--- src/rtl/serial_link_pkg.sv ---
// Shared framing definitions for the serial link.
// Both the narrowing serializer and the widening deserializer use these,
// so the two ends agree on chunk count and chunk order.
package serial_link_pkg;

  localparam int unsigned LinkChunkLsbFirst = 1;

  // Number of link chunks needed to carry one data_w-bit payload (ceiling division).
  function automatic int unsigned num_chunks(input int unsigned data_w,
                                             input int unsigned link_w);
    return (data_w + link_w - 1) / link_w;
  endfunction

endpackage : serial_link_pkg

--- src/rtl/serial_link_axis_narrow_tx.sv ---
// Width-reducing AXIS serializer: one wide payload in, NumChunks narrow chunks out,
// least-significant chunk first, zero padding above the payload MSB in the final chunk.
// A new payload is accepted in the same cycle as the last chunk handshake, so
// back-to-back payloads stream without a bubble.
//
// Ports:
//   clk_i, rst_i                  clock, synchronous active-high reset
//   in_valid_i/in_ready_o/in_data_i    wide payload stream (in_ready_o is combinational
//                                       from out_ready_i while the last chunk is shown)
//   out_valid_o/out_ready_i/out_data_o/out_last_o   narrow chunk stream
//   busy_o                        a payload is held (same as out_valid_o)
module serial_link_axis_narrow_tx
  import serial_link_pkg::*;
#(
  parameter int unsigned DataWidth     = 65,
  parameter int unsigned LinkWidth     = 16,
  parameter bit          ignore_assert = 1'b0
) (
  input  logic                 clk_i,
  input  logic                 rst_i,
  input  logic                 in_valid_i,
  output logic                 in_ready_o,
  input  logic [DataWidth-1:0] in_data_i,
  output logic                 out_valid_o,
  input  logic                 out_ready_i,
  output logic [LinkWidth-1:0] out_data_o,
  output logic                 out_last_o,
  output logic                 busy_o
);

  localparam int unsigned NumChunks  = num_chunks(DataWidth, LinkWidth);
  localparam int unsigned CntWidth   = (NumChunks > 1) ? $clog2(NumChunks) : 1;
  localparam int unsigned ShiftWidth = NumChunks * LinkWidth;
  localparam logic [CntWidth-1:0] LastCnt = CntWidth'(NumChunks - 1);

  logic                  full_q,  full_d;
  logic [ShiftWidth-1:0] shift_q, shift_d;
  logic [CntWidth-1:0]   cnt_q,   cnt_d;

  logic last_c;
  logic in_hs_c;
  logic out_hs_c;

  // Handshake decode; the holding register frees up on the last chunk handshake.
  assign last_c   = full_q && (cnt_q == LastCnt);
  assign out_hs_c = full_q && out_ready_i;
  assign in_ready_o = !full_q || (last_c && out_ready_i);
  assign in_hs_c  = in_valid_i && in_ready_o;

  assign out_valid_o = full_q;
  assign busy_o      = full_q;
  assign out_data_o  = shift_q[LinkWidth-1:0];
  assign out_last_o  = last_c;

  // Next state: shift out on chunk handshake; a load overrides (covers last-chunk overlap).
  always_comb begin
    full_d  = full_q;
    shift_d = shift_q;
    cnt_d   = cnt_q;
    if (out_hs_c) begin
      if (last_c) begin
        cnt_d  = '0;
        full_d = 1'b0;
      end else begin
        shift_d = shift_q >> LinkWidth;
        cnt_d   = cnt_q + CntWidth'(1);
      end
    end
    if (in_hs_c) begin
      shift_d = ShiftWidth'(in_data_i);
      cnt_d   = '0;
      full_d  = 1'b1;
    end
  end

  // State registers; reset discards any partially sent payload.
  always_ff @(posedge clk_i) begin
    if (rst_i) begin
      full_q  <= 1'b0;
      shift_q <= '0;
      cnt_q   <= '0;
    end else begin
      full_q  <= full_d;
      shift_q <= shift_d;
      cnt_q   <= cnt_d;
    end
  end

  if (!ignore_assert) begin : g_assert
    // AXIS rule: a presented chunk may not change or vanish while stalled.
    a_out_stable: assert property (
      @(posedge clk_i) disable iff (rst_i)
      (out_valid_o && !out_ready_i) |=>
        (out_valid_o && $stable(out_data_o) && $stable(out_last_o))
    ) else $error("serial_link_axis_narrow_tx: output changed under backpressure");

    a_cnt_range: assert property (
      @(posedge clk_i) disable iff (rst_i)
      32'(cnt_q) < NumChunks
    ) else $error("serial_link_axis_narrow_tx: chunk index out of range");
  end

endmodule : serial_link_axis_narrow_tx

--- config.mk ---
export PLATFORM = sky130hd
export DESIGN_NAME = serial_link_axis_narrow_tx
export DESIGN_NICKNAME = d
export VERILOG_FILES = /design/src/rtl/serial_link_pkg.sv /design/src/rtl/serial_link_axis_narrow_tx.sv
export SDC_FILE = /design/constraint.sdc
export NUM_CORES = 1
export LEC_CHECK = 0
export BUFFER_PORTS_ARGS = -buffer_cell sky130_fd_sc_hd__buf_2
export CORE_ASPECT_RATIO = 1.4
export CORE_MARGIN = 8
export CORE_UTILIZATION = 30
export DETAILED_ROUTE_END_ITERATION = 10
export GPL_ROUTABILITY_DRIVEN = 1
export HOLD_SLACK_MARGIN = 0.12
export SETUP_SLACK_MARGIN = 0.5
export SKIP_CTS_REPAIR_TIMING = 1
export SLEW_MARGIN = 20
export SYNTH_ARGS = -nofsm -noshare
export SYNTH_HDL_FRONTEND = slang
export SYNTH_SLANG_ARGS = --single-unit
--- constraint.sdc ---
create_clock -name clk_i -period 3.5 [get_ports clk_i]
set_input_delay 0.875 -clock clk_i [delete_from_list [all_inputs] [get_ports clk_i]]
set_output_delay 0.875 -clock clk_i [all_outputs]
set_load 0.02 [all_outputs]
After elaboration in Yosys (flattened, before gate mapping)
Cells that the tools add are included.
W data, S select, Z words.
- equal/unequal tests: 2
- multiplexer cells: 7
- reductions and logical operators: 11
- add/subtract/negate cells: 1
- operators with widths (kind ; number):
    $mux W65 ; 3
    $logic_and A1 B1 Y1 ; 4
    $reduce_and A2 Y1 ; 2
    $reduce_bool A2 Y1 ; 2
    $add A3 B1 Y3 const B ; 1
    $eq A3 B3 Y1 const B ; 1
    $mux W1 ; 3
    $mux W3 ; 1
    $ne A2 B1 Y1 const B ; 1
    $reduce_or A2 Y1 ; 1
    $logic_not A1 Y1 ; 1
    $logic_or A1 B1 Y1 ; 1
- output and inout port bits: 20
- flip-flop bits (word level): 69
- word-level logic and storage cells: 24

Longest topological paths before layout
- word-level depth: 7
- gate-level depth with buffers: 7

Worst setup path after synthesis
No wires, ideal clock.
- path kind: reg2out
- start: reg cnt_q[0]
- end: out out_last_o
- required time: 2.625 ns
- setup slack: 1.385 ns
- stages on the path, launching flop included: 6
- arrival: 1.240 ns
- path through: dfxtp_1 > inv_1 > ha_1 > nand2_1 > clkbuf_1 > nor2_1
- word-level cells in the longest chain between the ends: 2
- ends and longest elaborated chain (what ; line ; RTL):
    from (decl) ; serial_link_axis_narrow_tx.sv:38 ; logic [CntWidth-1:0] cnt_q, cnt_d;
    from (signal assigned) ; serial_link_axis_narrow_tx.sv:85 ; cnt_q <= cnt_d;
    $eq A3 B3 Y1 ; serial_link_axis_narrow_tx.sv:45 ; assign last_c = full_q && (cnt_q == LastCnt);
    $logic_and A1 B1 Y1 ; serial_link_axis_narrow_tx.sv:45 ;
    to (decl) ; serial_link_axis_narrow_tx.sv:27 ; output logic out_last_o,
No other way between the ends.

Final worst setup path
- start: reg cnt_q[0]
- end: out in_ready_o
- word-level cells in the longest chain between the ends: 4
- ends and longest elaborated chain (what ; line ; RTL):
    $eq A3 B3 Y1 ; serial_link_axis_narrow_tx.sv:45 ;
    $logic_and A1 B1 Y1 ; serial_link_axis_narrow_tx.sv:45 ;
    $logic_and A1 B1 Y1 ; serial_link_axis_narrow_tx.sv:47 ; assign in_ready_o = !full_q || (last_c && out_ready_i);
    $logic_or A1 B1 Y1 ; serial_link_axis_narrow_tx.sv:47 ;
    to (decl) ; serial_link_axis_narrow_tx.sv:22 ; output logic in_ready_o,
No other way between the ends.

==> results_dict.tcl <==
set metrics [dict create \
    setup_total_negative_slack_ns 0 \
    grt_overflow_total 0 \
    globalRouteMet3Util_pct 4.06 \
    detail_route.vias_per_cell 4.95 \
    power.sequential.fraction_pct 44.4 \
    grtUsageMet1_pct 13.6 \
    finalNetCount 433 \
    gp_congestion 0.787 \
    grt.total_usage_pct 12.2 \
    end_kind "primary output" \
    rsz_0062_raised_after_global_routing "false" \
    post-route-period-util_pct 65.6 \
    synth-seq-area-share_pct 45.2 \
    finish.instance_area_um2 3690 \
    dp_cells 486 \
    power.static_leakage_nw 1.54 \
    dpl_cell_area_um2 3410 \
    start_util_pct 30.9 \
    ys_async_sr_fraction_pct 0 \
    clock.fmax_ghz 0.435 \
    clk_latency_ns 0.33 \
    most_congested_layer_reported_by_global_routing "met2" \
    first_pass_iters 4 \
    final.setup_skew_ns 0.00328 \
    max_slew_vio_count 0 \
    antenna_cells 0 \
    timing_hold_violations_final 0 \
    stdcell_count 501 \
    finalWirelength_um 8080 \
    detailedPlacementHpwl_um 5770 \
    grt.met2_usage_pct 19.8 \
    core_um2 9900 \
    p_per_area_nw_per_um2 543 \
    tritoncts.num_buffers 9 \
    post-route-min-period_ns 2.30 \
    worst_slew_margin_rel_pct 35.7 \
    p_int_mw 1.51 \
    drt-wirelength-per-cell_um 16.1 \
    worst_setup_path_start_kind "flop" \
    final_common_cell "buf_2" \
    p_total_mw 2.00 \
    final-setup-viol-count 0 \
    netSwitchingFraction_pct 24.6 \
    clk_pin_slew_worst_paths_ns 0.05 \
    via_count 2480 \
    maxCapViolations 0 \
    final_layout_size_suffix_gt1_share_pct 41.3 \
    critical_path.max_fanout 4 \
    mean_cell_area_of_the_mapped_netlist_um2 9.92 \
    post_route_worst_setup_slack_ns 1.20 \
    area.sequential_um2 1380 \
    tritoncts_num_sinks 69 \
    dominantRegCellSynth "dfxtp_1" \
    number_of_flops_mapped_to_enable_cells_by_yosys 0 \
    p_comb_share_pct 13.5 \
    critical_path_class "flop to primary output" \
    final_util_pct 37.2 \
    detail_route.drc_violations 0 \
    pin_count_of_the_biggest_net_entering_global_routing 53 \
    layout-area-overhead-vs-synth_pct 20.6 \
    hold_ws_ns 0.491 \
    number_of_global_route_vias_before_repair 2557 \
    run_status "completed" \
    multiInputGateArea_um2 1200 \
    cts_tree "done" \
    ctsHtreeMaxLevel 3 \
    fillers 1091 \
    io_buffers 88 \
    detail_route.iter0.violations 95 \
    clock_path_buffers 2 \
    hold_path_class "flop to flop" \
    final_cell_mix "buf_2, dfxtp_1, inv_1" \
    final_antenna_net_count 0 \
    yosysWarningCount 0 \
    critPathArrivalTime_ns 1.42 \
    worst-slew-pin-transition_ns 0.965 \
    maximum_vdd_drop_mv 0.190 \
    fp.dieH_um 135 \
    syn_inst 308 \
    grt_first_pass_wirelength_um 13000 \
    place_ws_ns 1.14 \
    required_ns 2.62 \
    synthesis.area_um2 3060 \
    placement_rows 43 \
    number_of_storage_elements_in_the_synthesis_netlist 69 \
    ctsRootBufferMaster "clkbuf_16" \
    overall_die_width_um 101 \
    antenna_found_initial 0 \
    netSwitchingPower_mw 0.492 \
    num_io_pins 89 \
    floorplan.die_area_um2 13700 \
    yosysUniqueCellTypes 29 \
    clock_power_share_pct 42.1 \
    syn_nets 379 \
]
[area by class of cell]
class	count	area share, %
clock inverter	1	0.136
sequential	69	37.5
timing repair buffer	90	12.4
tap	135	4.58
inverter	54	5.50
multi-input combinational	138	32.5
clock buffer	14	7.43
[synth_stat cells (2+ instances only)]
master    instances  area (µm²)
ha_1              2        25.0
o221a_1          10         113
nand2_1           4        15.0
clkbuf_1         15        56.3
a211oi_1          2        15.0
a21oi_1           2        10.0
inv_1            53         199
a31oi_1          49         307
dfxtp_1          69        1380
buf_2            10        50.1
a32o_1           16         160
buf_6             3        33.8
nor2_1            2        7.51
buf_4            18         135
o221a_2          39         439
[power groups by stage]
stage	clock network, mW	registers [mW]	logic (mW)
6_report	0.843	0.889	0.269
5_1_grt	0.901	0.898	0.300
4_1_cts	0.863	0.889	0.275
3_5_place_dp	0	0.906	0.275
3_3_place_gp	0	0.904	0.271
2_1_floorplan	0	0.896	0.216
[worst max-delay path: stages, from the launching register on]
cell and delay (ns):
dfxtp_1 0.37, inv_1 0.07, ha_1 0.27, nand3_2 0.13, nand2_1 0.08, buf_2 0.18
[cell families (layout without fill, tap and decap cells)]
group | count (synthesis) | after routing | synth area share, %
AND/OR/NAND/NOR | 11 | 11 | 1.84
adder cells (fa/ha/maj) | 2 | 2 | 0.819
AO/OA/AOI/OAI | 124 | 124 | 36.1
flip-flops | 69 | 69 | 45.2
multiplexers | 1 | 1 | 0.327
buffers and inverters | 101 | 159 | 15.8
[flip-flops by register name (all words and copies together) (netlist names)]
name     cells
cnt_q        3
busy_o       1
shift_q     65
[layer usage]
metal | up-vias | wire, µm
li1 | 1265 | -
met1 | 1132 | 3330
met2 | 71 | 3940
met3 | 12 | 618
met4 | 0 | 193
met5 | - | 0
[worst paths after layout]
kind | from | endpoint | slack, ns | cells after the start
worst max register to register | cnt_q[0] | shift_q[24] | 1.41 | 5
worst min-delay path | shift_q[64] | shift_q[64] | 0.49 | 1
worst min register to register | shift_q[64] | shift_q[64] | 0.49 | 1
worst max-delay path | cnt_q[0] | in_ready_o | 1.20 | 5
(Power assumes the default switching activity.)
